<file path="config.mk">
export PLATFORM = sky130hd
export DESIGN_NAME = tour_cmd_seq_flat
export DESIGN_NICKNAME = d
export VERILOG_FILES = /design/src/rtl/tour_cmd_seq_pkg.sv /design/src/rtl/tour_cmd_seq_if.sv /design/src/rtl/tour_cmd_seq_mv_decode.sv /design/src/rtl/tour_cmd_seq.sv /design/src/flat_wrapper.sv
export SDC_FILE = /design/constraint.sdc
export NUM_CORES = 1
export LEC_CHECK = 0
export ABC_AREA = 1
export CAP_MARGIN = 25
export CORE_MARGIN = 1
export CORE_UTILIZATION = 41
export CTS_CLUSTER_DIAMETER = 40
export DETAILED_ROUTE_END_ITERATION = 10
export GPL_ROUTABILITY_DRIVEN = 0
export GPL_TIMING_DRIVEN = 0
export PLACE_DENSITY = 0.87
export SLEW_MARGIN = 20
export SYNTH_ARGS = -nofsm -noshare
export SYNTH_HDL_FRONTEND = slang
export SYNTH_HIERARCHICAL = 1
export SYNTH_SLANG_ARGS = --single-unit
</file>
<file path="constraint.sdc">
create_clock -name clk -period 2.5 [get_ports clk]
set_input_delay 0.375 -clock clk [delete_from_list [all_inputs] [get_ports clk]]
set_output_delay 0.375 -clock clk [all_outputs]
set_load 0.05 [all_outputs]
</file>
<file path="src/rtl/tour_cmd_seq_pkg.sv">
// Shared constants and types for the knight's-tour command sequencer.
package tour_cmd_seq_pkg;

  localparam int unsigned NUM_MOVES = 24;
  localparam int unsigned IDX_W     = 5;
  localparam int unsigned CMD_W     = 16;
  localparam int unsigned RESP_W    = 8;
  localparam int unsigned HDG_W     = 8;
  localparam int unsigned SQ_W      = 4;

  localparam logic [3:0] OPC_MOVE    = 4'b0010;
  localparam logic [3:0] OPC_MOVE_FF = 4'b0011;

  localparam logic [HDG_W-1:0] HDG_N = 8'h00;
  localparam logic [HDG_W-1:0] HDG_W_ = 8'h3F;
  localparam logic [HDG_W-1:0] HDG_S = 8'h7F;
  localparam logic [HDG_W-1:0] HDG_E = 8'hBF;

  localparam logic [RESP_W-1:0] RESP_INT  = 8'hA5;
  localparam logic [RESP_W-1:0] RESP_DONE = 8'h5A;

  // Bit position of each L-move in the one-hot move byte, named by (dx,dy).
  typedef enum logic [2:0] {
    MV_P1_P2 = 3'd0,
    MV_M1_P2 = 3'd1,
    MV_M2_P1 = 3'd2,
    MV_M2_M1 = 3'd3,
    MV_M1_M2 = 3'd4,
    MV_P1_M2 = 3'd5,
    MV_P2_M1 = 3'd6,
    MV_P2_P1 = 3'd7
  } mv_bit_e;

  typedef enum logic [2:0] {
    IDLE   = 3'd0,
    VERT   = 3'd1,
    HOLD_V = 3'd2,
    HORZ   = 3'd3,
    HOLD_H = 3'd4
  } state_e;

endpackage

</file>
<file path="src/rtl/tour_cmd_seq_if.sv">
// Command/response bus between UART wrapper, sequencer and cmd_proc.
// slave  : sequencer side (drives cmd, cmd_rdy, clr_cmd_rdy_UART, resp)
// master : environment side (UART wrapper + cmd_proc)
interface tour_cmd_seq_if;
  import tour_cmd_seq_pkg::*;

  logic [CMD_W-1:0]  cmd_UART;
  logic              cmd_rdy_UART;
  logic              clr_cmd_rdy_UART;
  logic [CMD_W-1:0]  cmd;
  logic              cmd_rdy;
  logic              clr_cmd_rdy;
  logic              send_resp;
  logic [RESP_W-1:0] resp;

  modport slave (
    input  cmd_UART, cmd_rdy_UART, clr_cmd_rdy, send_resp,
    output cmd, cmd_rdy, clr_cmd_rdy_UART, resp
  );

  modport master (
    output cmd_UART, cmd_rdy_UART, clr_cmd_rdy, send_resp,
    input  cmd, cmd_rdy, clr_cmd_rdy_UART, resp
  );
endinterface

</file>
<file path="src/rtl/tour_cmd_seq_mv_decode.sv">
// Decodes a one-hot knight move into vertical/horizontal heading and
// square counts. Combinational.
// move    : one-hot L-move
// hdg_v/sq_v, hdg_h/sq_h : heading and distance of each half
// illegal : move is zero or has more than one bit set
module tour_cmd_seq_mv_decode
  import tour_cmd_seq_pkg::*;
(
  input  logic [7:0]       move,
  output logic [HDG_W-1:0] hdg_v,
  output logic [SQ_W-1:0]  sq_v,
  output logic [HDG_W-1:0] hdg_h,
  output logic [SQ_W-1:0]  sq_h,
  output logic             illegal
);

  logic signed [2:0] dx;
  logic signed [2:0] dy;
  logic [2:0]        ax;
  logic [2:0]        ay;

  always_comb begin
    dx = 3'sd0;
    dy = 3'sd0;
    // Exactly one bit set <=> nonzero and clearing the lowest set bit leaves zero.
    illegal = (move == 8'd0) || ((move & (move - 8'd1)) != 8'd0);
    if      (move[MV_P1_P2]) begin dx =  3'sd1; dy =  3'sd2; end
    else if (move[MV_M1_P2]) begin dx = -3'sd1; dy =  3'sd2; end
    else if (move[MV_M2_P1]) begin dx = -3'sd2; dy =  3'sd1; end
    else if (move[MV_M2_M1]) begin dx = -3'sd2; dy = -3'sd1; end
    else if (move[MV_M1_M2]) begin dx = -3'sd1; dy = -3'sd2; end
    else if (move[MV_P1_M2]) begin dx =  3'sd1; dy = -3'sd2; end
    else if (move[MV_P2_M1]) begin dx =  3'sd2; dy = -3'sd1; end
    else if (move[MV_P2_P1]) begin dx =  3'sd2; dy =  3'sd1; end
    ax = dx[2] ? unsigned'(-dx) : unsigned'(dx);
    ay = dy[2] ? unsigned'(-dy) : unsigned'(dy);
    sq_v  = {1'b0, ay};
    sq_h  = {1'b0, ax};
    hdg_v = dy[2] ? HDG_S : HDG_N;
    hdg_h = dx[2] ? HDG_W_ : HDG_E;
  end

endmodule

</file>
<file path="src/rtl/tour_cmd_seq.sv">
// Command sequencer: passes UART commands to cmd_proc while idle, and
// after start_tour replays the solved tour as vertical + horizontal
// (fanfare) move pairs, selecting the BLE response byte.
// clk, rst   : clock, synchronous active-high reset
// start_tour : pulse, begin replaying the solution
// move       : one-hot move for mv_indx (combinational lookup upstream)
// mv_indx    : index of the move being replayed
// bus        : UART / cmd_proc command and response signals
module tour_cmd_seq
  import tour_cmd_seq_pkg::*;
(
  input  logic             clk,
  input  logic             rst,
  input  logic             start_tour,
  input  logic [7:0]       move,
  output logic [IDX_W-1:0] mv_indx,
  tour_cmd_seq_if.slave    bus
);

  state_e             state_q, state_d;
  logic [IDX_W-1:0]   mv_indx_q, mv_indx_d;
  logic [RESP_W-1:0]  resp_q, resp_d;
  logic [7:0]         move_q, move_d;
  logic [7:0]         dec_move;
  logic [HDG_W-1:0]   hdg_v, hdg_h;
  logic [SQ_W-1:0]    sq_v, sq_h;
  logic               illegal;
  logic [CMD_W-1:0]   cmd_c;
  logic               cmd_rdy_c;
  logic               clr_uart_c;
  logic               last_move;

  // In VERT mv_indx is already updated, so decode the live lookup; later
  // states use the copy captured while in VERT.
  assign dec_move  = (state_q == VERT) ? move : move_q;
  assign last_move = (mv_indx_q == IDX_W'(NUM_MOVES - 1));

  tour_cmd_seq_mv_decode u_dec (
    .move    (dec_move),
    .hdg_v   (hdg_v),
    .sq_v    (sq_v),
    .hdg_h   (hdg_h),
    .sq_h    (sq_h),
    .illegal (illegal)
  );

  // State and datapath registers.
  always_ff @(posedge clk) begin
    if (rst) begin
      state_q   <= IDLE;
      mv_indx_q <= '0;
      resp_q    <= RESP_DONE;
      move_q    <= '0;
    end else begin
      state_q   <= state_d;
      mv_indx_q <= mv_indx_d;
      resp_q    <= resp_d;
      move_q    <= move_d;
    end
  end

  // Next-state and bus outputs.
  always_comb begin
    state_d    = state_q;
    mv_indx_d  = mv_indx_q;
    resp_d     = resp_q;
    move_d     = move_q;
    cmd_c      = {OPC_MOVE, hdg_v, sq_v};
    cmd_rdy_c  = 1'b0;
    clr_uart_c = 1'b0;

    case (state_q)
      IDLE: begin
        // start_tour wins over a coincident UART command, which stays pending.
        cmd_c      = bus.cmd_UART;
        cmd_rdy_c  = bus.cmd_rdy_UART & ~start_tour;
        clr_uart_c = bus.clr_cmd_rdy & ~start_tour;
        if (start_tour) begin
          state_d   = VERT;
          mv_indx_d = '0;
          resp_d    = RESP_INT;
        end
      end
      VERT: begin
        move_d = move;
        if (illegal) begin
          state_d = IDLE;
          resp_d  = RESP_DONE;
        end else begin
          cmd_rdy_c = 1'b1;
          if (bus.clr_cmd_rdy) state_d = HOLD_V;
        end
      end
      HOLD_V: begin
        if (bus.send_resp) state_d = HORZ;
      end
      HORZ: begin
        cmd_c     = {OPC_MOVE_FF, hdg_h, sq_h};
        cmd_rdy_c = 1'b1;
        if (bus.clr_cmd_rdy) begin
          state_d = HOLD_H;
          // Final half-move answers with the completion byte.
          resp_d  = last_move ? RESP_DONE : RESP_INT;
        end
      end
      HOLD_H: begin
        cmd_c = {OPC_MOVE_FF, hdg_h, sq_h};
        if (bus.send_resp) begin
          if (last_move) begin
            state_d = IDLE;
            resp_d  = RESP_DONE;
          end else begin
            state_d   = VERT;
            mv_indx_d = mv_indx_q + IDX_W'(1);
            resp_d    = RESP_INT;
          end
        end
      end
      default: begin
        state_d = IDLE;
        resp_d  = RESP_DONE;
      end
    endcase
  end

  assign bus.cmd              = cmd_c;
  assign bus.cmd_rdy          = cmd_rdy_c;
  assign bus.clr_cmd_rdy_UART = clr_uart_c;
  assign bus.resp             = resp_q;
  assign mv_indx              = mv_indx_q;

endmodule
</file>
<file path="src/flat_wrapper.sv">
// flat-port wrapper written by rule: the top's interface ports become plain ports
module tour_cmd_seq_flat import tour_cmd_seq_pkg::*;
  (clk, rst, start_tour, move, mv_indx, bus_cmd_UART, bus_cmd_rdy_UART, bus_clr_cmd_rdy, bus_send_resp, bus_cmd, bus_cmd_rdy, bus_clr_cmd_rdy_UART, bus_resp);
  tour_cmd_seq_if bus_i ();
  input  logic clk;
  input  logic rst;
  input  logic start_tour;
  input  logic [7:0] move;
  output logic [IDX_W-1:0] mv_indx;
  input wire logic [$bits(bus_i.cmd_UART)-1:0] bus_cmd_UART;
  input wire logic [$bits(bus_i.cmd_rdy_UART)-1:0] bus_cmd_rdy_UART;
  input wire logic [$bits(bus_i.clr_cmd_rdy)-1:0] bus_clr_cmd_rdy;
  input wire logic [$bits(bus_i.send_resp)-1:0] bus_send_resp;
  output wire logic [$bits(bus_i.cmd)-1:0] bus_cmd;
  output wire logic [$bits(bus_i.cmd_rdy)-1:0] bus_cmd_rdy;
  output wire logic [$bits(bus_i.clr_cmd_rdy_UART)-1:0] bus_clr_cmd_rdy_UART;
  output wire logic [$bits(bus_i.resp)-1:0] bus_resp;
  assign bus_i.cmd_UART = bus_cmd_UART;
  assign bus_i.cmd_rdy_UART = bus_cmd_rdy_UART;
  assign bus_i.clr_cmd_rdy = bus_clr_cmd_rdy;
  assign bus_i.send_resp = bus_send_resp;
  assign bus_cmd = bus_i.cmd;
  assign bus_cmd_rdy = bus_i.cmd_rdy;
  assign bus_clr_cmd_rdy_UART = bus_i.clr_cmd_rdy_UART;
  assign bus_resp = bus_i.resp;
  tour_cmd_seq u_core (.clk(clk), .rst(rst), .start_tour(start_tour), .move(move), .mv_indx(mv_indx), .bus(bus_i));
endmodule
</file>
== Yosys cells after proc, flatten, opt, wreduce, memory -nomap -nowiden ==
Cells that the tools add are included.
Cells by class
  bitwise operators: 5
  add/sub/neg operators: 4
  muxes and demuxes: 43
  reductions and logical operators: 9
  equality and inequality tests: 12
Operator list (number)
  2-to-1 mux 3 bit: 20
  2-to-1 mux 8 bit: 7
  one-hot mux 8 bit (5 select lines): 1
  one-hot mux 16 bit (2 select lines): 1
  2-to-1 mux 5 bit: 3
  one-hot mux 3 bit (5 select lines): 1
  != test 2 bit, second input constant: 5
  one-hot mux 5 bit (2 select lines): 1
  AND reduction 5 bit: 2
  AND 8 bit: 1
  logical NOT 8 bit: 1
  nonzero test 8 bit: 1
  subtractor 8 x 1 -> 8 bit, second input constant: 1
  2-to-1 mux 7 bit: 1
  equality test 3 x 2 -> 1 bit, second input constant: 2
  2-to-1 mux 2 bit: 3
  negator 3 bit: 2
  adder 5 x 1 -> 5 bit, second input constant: 1
  equality test 5 bit, second input constant: 1
  2-to-1 mux 1 bit: 4
  AND reduction 4 bit: 1
  equality test 3 x 1 -> 1 bit, second input constant: 1
  equality test 3 bit, second input constant: 1
  logical NOT 3 bit: 1
  8 further kinds: 10
Word-level totals
  word-level logic and storage cells: 77
  input bits: 30
  register bits after elaboration: 24

== Depth between registers and ports, before layout ==
Gate-level depths: netlist of run 1.
  depth after elaboration: 13
  gate-level depth with buffers: 17

== By module ==
Netlist of run 1, hierarchy kept.
By module, submodules not included
  tour_cmd_seq: times used 1, cells each 220, area an instance 1340.0 µm², seq. area each 360.3 µm²
  tour_cmd_seq_mv_decode: times used 1, cells each 71, area an instance 399.1 µm², seq. area each 0.0 µm²

== Worst setup path after synthesis of run 1 ==
OpenSTA, ideal clock, no wires.
  kind: flip-flop to output port
  from: register u_core.state_q[2]
  to: output port bus_cmd[1]
  stages on the path, launching flop included: 14
  arrival: 2.308 ns
  required time: 2.125 ns
  path buffers: 1
  setup slack: -0.183 ns
  cells stage by stage: dfxtp_1 inv_2 nand3_2 inv_2 buf_2 a21oi_1 nor2_1 nand2_1 o21ai_2 ha_1 a21oi_1 nor2_1 a22oi_1 nand2_1
Between the ends
  elaborated cells between the ends (all ways): 27
  classes of those cells: add/sub (2); eq/ne (3); mux (20); reduce/logical (2)
RTL lines
  from (decl): RTL line tour_cmd_seq.sv:20  | state_e state_q, state_d;
  from (signal assigned): RTL line tour_cmd_seq.sv:55  | state_q <= state_d;
  equality test 3 x 1 -> 1 bit *: RTL line tour_cmd_seq.sv:35  | assign dec_move = (state_q == VERT) ? move : move_q;
  2-to-1 mux 8 bit *: RTL line tour_cmd_seq.sv:35
  net u_core.dec_move[2]: RTL line tour_cmd_seq.sv:24  | logic [7:0] dec_move;
  2-to-1 mux 3 bit *: RTL line tour_cmd_seq_mv_decode.sv:29  | else if (move[MV_M2_P1]) begin dx = -3'sd2; dy = 3'sd1; end
  2-to-1 mux 3 bit *: RTL line tour_cmd_seq_mv_decode.sv:28  | else if (move[MV_M1_P2]) begin dx = -3'sd1; dy = 3'sd2; end
  2-to-1 mux 3 bit *: RTL line tour_cmd_seq_mv_decode.sv:27  | if (move[MV_P1_P2]) begin dx = 3'sd1; dy = 3'sd2; end
  negator 3 bit: RTL line tour_cmd_seq_mv_decode.sv:35  | ax = dx[2] ? unsigned'(-dx) : unsigned'(dx);
  2-to-1 mux 3 bit *: RTL line tour_cmd_seq_mv_decode.sv:35
  net u_core.sq_h[1]: RTL line tour_cmd_seq.sv:26  | logic [SQ_W-1:0] sq_v, sq_h;
  one-hot mux 16 bit (2 select lines) *: RTL line tour_cmd_seq.sv:72  | case (state_q)
  to (decl): RTL line flat_wrapper.sv:14  | output wire logic [$bits(bus_i.cmd)-1:0] bus_cmd;
Mark *: on every way through the listed nets, which the timed path passes. The rest lies on a longest branch.

== Worst setup path in the final report of run 1 ==
  from: register u_core.state_q[2]
  to: output port bus_cmd[1]
Between the ends
  elaborated cells between the ends (all ways): 27
  classes of those cells: add/sub (2); eq/ne (3); mux (20); reduce/logical (2)
RTL lines (RTL line)
  equality test 3 x 1 -> 1 bit *: tour_cmd_seq.sv:35
  2-to-1 mux 8 bit *: tour_cmd_seq.sv:35
  net u_core.dec_move[1]: tour_cmd_seq.sv:24
  2-to-1 mux 3 bit *: tour_cmd_seq_mv_decode.sv:28
  2-to-1 mux 3 bit *: tour_cmd_seq_mv_decode.sv:27
  negator 3 bit: tour_cmd_seq_mv_decode.sv:35
  2-to-1 mux 3 bit *: tour_cmd_seq_mv_decode.sv:35
  net u_core.sq_h[1]: tour_cmd_seq.sv:26
  one-hot mux 16 bit (2 select lines) *: tour_cmd_seq.sv:72
Marked as above.

==> flow_summary.toml, run 1 <==
[worst_setup_path]
cp.arrival_ps = 2420
path_class = "register to output port"
crit_fanout = 5
r2r_cells = 16
r2r_end = "u_core/state_q[0]$_SDFFE_PP0P_"
crit_path_start_kind = "register"
cp-end-kind = "output port"
r2r-start = "u_core/state_q[2]$_SDFFE_PP0P_"
rrSetupSlack_ps = 120
worstPathRequired_ps = 2120

[synthesis]
syn_inst = 291
ys_warn_count = 6
synth_ff_type = "dfxtp_1"
ys_seq_area_share_pct = 20.72
synth-edff-count = 0
synth_top_area_share_pct = 20.72
synth_common_cells = "nand2_1, inv_1, nor2_1"
yosysMostFrequentCell = "nand2_1"
ys_ff_latch = 18
syn_avg_cell_area_um2 = 5.977
syn_area_mm2 = 0.001739
synthArstFlopShare_pct = 0
yosysTopAreaCell = "dfxtp_1"
yosysUniqueCellTypes = 29
synth.area.top_cells = "dfxtp_1, nand2_1, inv_1, buf_4, nor2_1"

[sta]
fin_skew_ps = 3.277
period_needed_ps = 2791
rsz0062_at_grt = "yes"
hold_viol = 0
fin_ws_ps = -290.7
drv_slew = 0
slew_headroom_pct = 66.57
fmaxAchievable_ghz = 0.3583
worst_slew_pin_slew_ps = 500.7
setup_viol = 10
fin_crit_sh_pct = 111.6

[global_routing]
gr-usage-met2_pct = 43.25
grt.busiest_layer = "met2"
overflow = 0
grt_pass1_wl_mm = 7.879
grt_util_met3_pct = 4.561
grt_start_max_net_pins = 11
grt_pass1_vias = 1879
antenna_found_initial = 0
grt_usage_pct = 22.59
grt_use_met1_pct = 24.57

[run_status]
status = "complete, but fails checks"
violations = "setup timing"

[die]
core_mm2 = 0.004029
start_util_pct = 43.17
rows = 23
dieWidth_um = 67.13
die-area_mm2 = 0.004506
io_pins = 61
die_h_um = 67.13

[cts]
cts_buffers = 3
cts_tree = "yes"
root_buffer = "clkbuf_8"
clk_pin_slew_worst_paths_ps = 70
clkSinkCount = 18
cts_buffer_depth = 2
hold_buffers = 0
clock_latency_ps = 250
cts_htree_levels = 1

[hold_path]
hold_end = "u_core/mv_indx[1]$_SDFFE_PP0P_"
hold_depth = 2
hold_class = "register to register"
hp-start = "u_core/mv_indx[1]$_SDFFE_PP0P_"

[placed_design]
dp.cells = 409
dpl.hpwl_mm = 3.325
placed_area_mm2 = 0.002460
pre_cts_slack_ps = -805.7
numPortBuffers = 60

[drt]
vias = 2128
postRouteWirelength_mm = 5.375
wl_per_cell_um = 12.24
firstDrtPassIters = 4
first_iter_violations = 90
detail-route-antenna-nets = 0
post-route-drc-count = 0
via_per_inst = 4.847

[final_layout]
nNetsFinal = 423
drive_gt1_share_pct = 33.16
finalInstanceArea_mm2 = 0.002894
layout.cells.non_filler = 439
antenna_cells = 0
syn_to_final_growth_pct = 66.40

[job]
max_cap_viol_count = 0
[timing repair]
action | CTS | global route
pin swaps | 15 | 16
resized for setup | 98 | 43
endpoints found under the setup margin | 14 | 15
cloned | 2 | 0
setup buffers | 14 | 10
[cells by family after synthesis]
family	count (synthesis)	share of synthesized area [%]
buffers and inverters	84	24.10
adder cells (fa/ha/maj)	3	2.159
AND/OR/NAND/NOR	137	34.82
AO/OA/AOI/OAI	47	17.77
flip-flops	18	20.72
other	2	0.4318
[worst max-delay path by stage]
stage / from / endpoint
floorplan: u_core/state_q[2]$_SDFFE_PP0P_ / bus_cmd[1]
global placement: u_core/state_q[2]$_SDFFE_PP0P_ / bus_cmd[1]
detailed placement: u_core/state_q[2]$_SDFFE_PP0P_ / bus_cmd[1]
CTS: u_core/state_q[2]$_SDFFE_PP0P_ / bus_cmd[1]
global route: u_core/state_q[2]$_SDFFE_PP0P_ / bus_cmd[1]
finish: u_core/state_q[2]$_SDFFE_PP0P_ / bus_cmd[1]
[cell type report]
cell class              count  area, µm²
plain buffers              28      224.0
clock buffers               4      55.05
fillers                   327       1135
inverters                  56      217.7
multi-input cells         197       1151
flip-flops and latches     18      371.6
well taps                  50      62.56
repair buffers             86      812.0
[stage by stage]
stage | hold WS (ps) | TNS (ps) | util (%)
floorplan | 453.5 | 0 | -
global placement | 506.5 | -6142 | 61.06
detailed placement | 524.7 | -6272 | 61.06
CTS | 536.6 | -286.9 | 68.88
global route | 578.9 | -3147 | 71.83
finish | 536.5 | -1773 | 71.83
[state kept, by name (all words and copies together) (netlist names)]
name,count
u_core/bus.resp,2
u_core/move_q,8
u_core/state_q,3
u_core/mv_indx,5
[worst max-delay path, stage by stage (launching register included)]
cell and delay, ps:
dfxtp_4 360, inv_4 60, nand3_4 110, buf_6 160
nand2_2 60, inv_2 50, a21oi_4 220, nor2_4 90
nand2_2 100, inv_1 50, ha_1 260, a21oi_1 120
nor2_1 70, a22oi_1 200, nand2_2 90, buf_8 150
[routing by layer]
layer	part of all wire, %	vias to the layer above	wire, µm
met4	2.1	0	112
li1	-	1082	-
met1	38	975	2058
met3	4.7	12	251
met2	55	59	2953
met5	0	-	0
[placed cells by master (no fill, tap or decap), drive strengths merged, types with 3 or more instances in the layout]
cell           netlist  layout
a211oi               8       8
a21oi               15      15
a22oi               12      12
buf                 27      64
clkbuf               1       8
clkdlybuf4s50        0      43
conb                 2      10
dfxtp               18      18
ha                   3       3
inv                 56      56
nand2               66      66
nand3               22      22
nor2                45      45
o21ai                7       7
Power of run 1 is left out: the tool's default activity adds up to more than one toggle a clock period on the data nets, which glitch-free logic cannot reach.
==> run 2: changes to the inputs <==
Settings changed: CORE_UTILIZATION 41 to 49, PLACE_DENSITY 0.87 to 0.95.
Clock period 2.5 ns to 3.3 ns, I/O delays scaled along.
==> run 2 against run 1 <==
The run now ends clean. Global-route usage shrank 0.089 points. First-iteration DRC count grew 29%. Utilization grew 3.1 points. Via count shrank 7.0%. Sequential cell count is the same. Critical path type unchanged. Clock skew grew 5.9 ps. Final cell count shrank 6.6%. Non-clock buffer count shrank 25.
==> flow_summary.toml, run 2 (synthesis results as in run 1) <==
[die]
die_h_um = 61.58
dieWidth_um = 61.58
io_pins = 61
rows = 21
core_mm2 = 0.003363
die-area_mm2 = 0.003791
start_util_pct = 51.71

[sta]
fin_crit_sh_pct = 94.18
fin_skew_ps = 9.145
drv_slew = 0
worst_slew_pin_slew_ps = 502.4
hold_viol = 0
fin_tns_setup_ps = 0
setup_viol = 0
period_needed_ps = 3108
slew_headroom_pct = 66.40
fmaxAchievable_ghz = 0.3217

[worst_setup_path]
path_class = "register to output port"
cp.arrival_ps = 2610
crit_start = "u_core/state_q[2]$_SDFFE_PP0P_"
r2r_end = "u_core/state_q[0]$_SDFFE_PP0P_"
r2r_cells = 15
crit_fanout = 10
cp-endpoint = "bus_cmd[1]"
crit_path_start_kind = "register"
rrSetupSlack_ps = 1060
cp-end-kind = "output port"
r2r-start = "u_core/state_q[2]$_SDFFE_PP0P_"
worstPathRequired_ps = 2800

[final_layout]
final_common_cell = "nand2_1"
largest_reg_flops = 8
final_cell_mix = "nand2_1, clkdlybuf4s50_1, inv_1"
final_util_pct = 74.93
antenna_cells = 0
fillerInstances = 289
regMostFlops = "u_core/move_q"
drive_gt1_share_pct = 21.70
syn_to_final_growth_pct = 44.89
nNetsFinal = 398

[global_routing]
grt_pass1_wl_mm = 6.506
antenna_found_initial = 0
grt_start_max_net_pins = 11
grt_usage_pct = 22.50
overflow = 0
grt_pass1_vias = 1521

[drt]
via_per_inst = 4.824
detail-route-antenna-nets = 0
wl_per_cell_um = 10.42
postRouteWirelength_mm = 4.272
first_iter_violations = 116
firstDrtPassIters = 4
vias = 1978
post-route-drc-count = 0

[run_status]
status = "completed"

[cts]
cts_buffer_depth = 2
clk_pin_slew_worst_paths_ps = 110
cts_htree_levels = 1
clkSinkCount = 18
hold_buffers = 0
clock_latency_ps = 300
root_buffer = "clkbuf_4"
cts_buffers = 3
cts_tree = "yes"

[job]
max_cap_viol_count = 0

[placed_design]
numPortBuffers = 60
dpl.hpwl_mm = 3.373

[hold_path]
hold_class = "register to register"
[run 2: cell count changes in the layout (fill, tap and decap cells not counted), sizes merged]
cell	delta
clkdlybuf4s15	+9
clkdlybuf4s50	+5
buf	-35
dlymetal6s2s	-2
clkbuf	-3
dlygate4sd2	+1
[run 2: how the worst min path moves through the flow]
| stage | startpoint | endpoint | slack [ps] | cells past startpoint |
|---|---|---|---|---|
| after global routing | u_core/move_q[3]$_SDFF_PP0_ | u_core/move_q[3]$_SDFF_PP0_ | 580 | 4 |
| after detailed placement | u_core/move_q[6]$_SDFF_PP0_ | u_core/move_q[6]$_SDFF_PP0_ | 520 | 4 |
| after global placement | u_core/move_q[5]$_SDFF_PP0_ | u_core/move_q[5]$_SDFF_PP0_ | 510 | 4 |
| final | u_core/mv_indx[3]$_SDFFE_PP0P_ | u_core/mv_indx[3]$_SDFFE_PP0P_ | 540 | 2 |
| after floorplan | u_core/move_q[0]$_SDFF_PP0_ | u_core/move_q[0]$_SDFF_PP0_ | 500 | 4 |
| after CTS | u_core/move_q[6]$_SDFF_PP0_ | u_core/move_q[6]$_SDFF_PP0_ | 540 | 4 |
[run 2: layer usage]
metal	vias up	global-route usage (%)	routed length (µm)
met3	3	3.992	251
met1	882	29.75	1837
met2	65	38.71	2167
li1	1028	-	-
met5	-	0	0
met4	0	3.810	15
[run 2: critical path, cell delays in order (launching register included)]
cell and delay [ps]:
dfxtp_2 430, inv_2 70, nand3_2 100, inv_4 70
buf_6 150, a21oi_2 300, nor2_4 110, o21ai_2 80
nand2_2 90, a21oi_2 160, inv_2 40, ha_1 290
nand2_1 70, nand2_1 40, nand2_1 70, nand2_1 50
buf_4 190
[run 2: layout make-up]
type,count,area (µm²),share of cell area [%]
Tap cell,46,57.56,2.284
Inverter,56,212.7,8.441
Clock buffer,4,36.28,1.440
Timing Repair Buffer,61,613.1,24.33
Multi-Input combinational cell,197,1021,40.52
Sequential cell,18,364.1,14.45
Buffer,28,215.2,8.540
[run 2: what timing repair did]
item,4_1_cts,5_1_grt
resized for setup,41,9
buffers inserted,0,1
pin swaps,0,1
setup endpoints to repair,12,3
[run 2: through the flow]
stage	area [µm²]	hold WS (ps)	cells	setup slack [ps]
2_1_floorplan	1769	496.5	299	496.7
3_3_place_gp	2427	507.1	405	-267.5
3_5_place_dp	2427	518.1	405	-328.0
4_1_cts	2501	536.9	409	12.48
5_1_grt	2520	576.1	410	-1.730
6_report	2520	540.1	410	191.9
Power of run 2 is left out for the same reason.
==> run 3: changes to the inputs <==
Settings changed: PLACE_DENSITY 0.95 to unset, PLACE_DENSITY_LB_ADDON set to 0.08.
==> run 3 against run 2 <==
Register-to-register slack hardly changed. Die area stayed put. Clock skew is 5.2 ps lower.
==> flow_summary.toml, run 3 (synthesis results as in run 1) <==
[worst_setup_path]
cp_slowest_cell = "dfxtp_2"
crit_family = "buffers and inverters"
worstPathRequired_ps = 2800
cp-end-kind = "output port"
crit_path_start_kind = "register"
crit_chain = "inv_2 -> nand3_2 -> buf_6 -> nand2_1 -> inv_1 -> a21oi_4 -> nor2_4 -> o21ai_2 -> nand2_2 -> inv_1 -> ha_1 -> a21oi_1 -> nor2_1 -> a22oi_1 -> nand2_1 -> buf_2"
crit_fanout = 10
path_class = "register to output port"
path_buf_inv = 5
cpPeakStageDelay_ps = 430
cp.arrival_ps = 2580

[sta]
setup_viol = 0
hold-worst-slack_ps = 545.6
fmaxAchievable_ghz = 0.3252
fin_crit_sh_pct = 93.19
worst_slew_pin_slew_ps = 503.8
drv_slew = 0
period_needed_ps = 3075
hold_viol = 0
fin_skew_ps = 3.898
slew_headroom_pct = 66.31
rsz0062_at_grt = "no"

[drt]
postRouteWirelength_mm = 4.090
first_iter_violations = 83
wl_per_cell_um = 10.02
post-route-drc-count = 0
detail-route-antenna-nets = 0
firstDrtPassIters = 4
vias = 1956
via_per_inst = 4.794

[final_layout]
syn_to_final_growth_pct = 45.97
fillerInstances = 311
final_cell_mix = "nand2_1, clkdlybuf4s50_1, inv_1"
drive_gt1_share_pct = 21.55
largest_reg_flops = 8
regMostFlops = "u_core/move_q"
antenna_cells = 0
layout.cells.non_filler = 408
nNetsFinal = 396
final_common_cell = "nand2_1"

[global_routing]
antenna_found_initial = 0
overflow = 0
grt_start_max_net_pins = 11
grt_pass1_wl_mm = 6.279
grt_pass1_vias = 1559
grt_usage_pct = 21.38

[die]
start_util_pct = 51.71
die-area_mm2 = 0.003791
rows = 21
dieWidth_um = 61.58
io_pins = 61
die_h_um = 61.58
core_mm2 = 0.003363

[cts]
cts_buffer_depth = 2
cts_htree_levels = 1
clk_pin_slew_worst_paths_ps = 110
hold_buffers = 0
root_buffer = "clkbuf_4"
clkSinkCount = 18
clock_latency_ps = 300
cts_tree = "yes"
cts_buffers = 3

[placed_design]
dp.cells = 405
dpl.hpwl_mm = 3.123
numPortBuffers = 60

[job]
max_cap_viol_count = 0

[hold_path]
hold_class = "register to register"

[run_status]
status = "completed"
[run 3: area by class of cell]
| cell class | count | area, µm² | share of cell area (%) |
|---|---|---|---|
| buffer | 27 | 203.9 | 8.034 |
| clock buffer | 4 | 36.28 | 1.429 |
| inverter | 56 | 212.7 | 8.379 |
| multi-input combinational | 197 | 1062 | 41.84 |
| sequential | 18 | 364.1 | 14.34 |
| tap | 46 | 57.56 | 2.267 |
| timing repair buffer | 60 | 601.8 | 23.71 |
[run 3: tightest hold or removal path: cells and delay by family (launching register included)]
| family | cells | cell delay (ps) |
|---|---|---|
| flip-flops | 1 | 360 |
| AND/OR/NAND/NOR | 2 | 150 |
[run 3: path summary, 6_finish.rpt]
| kind | slack, ps | cells after the start | endpoint | startpoint |
|---|---|---|---|---|
| setup / recovery | 220 | 16 | bus_cmd[1] | u_core/state_q[2]$_SDFFE_PP0P_ |
| hold / removal | 550 | 2 | u_core/mv_indx[1]$_SDFFE_PP0P_ | u_core/mv_indx[1]$_SDFFE_PP0P_ |
| hold reg to reg | 550 | 2 | u_core/mv_indx[1]$_SDFFE_PP0P_ | u_core/mv_indx[1]$_SDFFE_PP0P_ |
| setup reg to reg | 1070 | 15 | u_core/state_q[0]$_SDFFE_PP0P_ | u_core/state_q[2]$_SDFFE_PP0P_ |
[run 3: layer usage]
layer / GRT usage, % / vias up / part of all wire, %
li1: - / 1021 / -
met1: 24.81 / 862 / 43
met2: 41.32 / 70 / 51
met3: 3.782 / 3 / 6.2
met4: 2.857 / 0 / 0.17
met5: 0 / - / 0
[run 3: timing repair]
action | CTS | global route
setup buffers | 0 | 0
setup endpoints to repair | 12 | 11
cloned | 0 | 0
gates resized for setup | 33 | 19
[run 3: metrics by stage]
stage / utilization [%] / TNS, ps / cell area [µm²] / setup WS [ps]
2_1_floorplan: - / 0 / 1769 / 496.7
3_3_place_gp: 72.17 / -496.3 / 2427 / -278.8
3_5_place_dp: 72.17 / -650.8 / 2427 / -303.1
4_1_cts: 73.81 / -172.9 / 2482 / -170.1
5_1_grt: 75.48 / 0 / 2539 / 7.514
6_report: 75.48 / 0 / 2539 / 224.6
Power of run 3 is left out for the same reason.
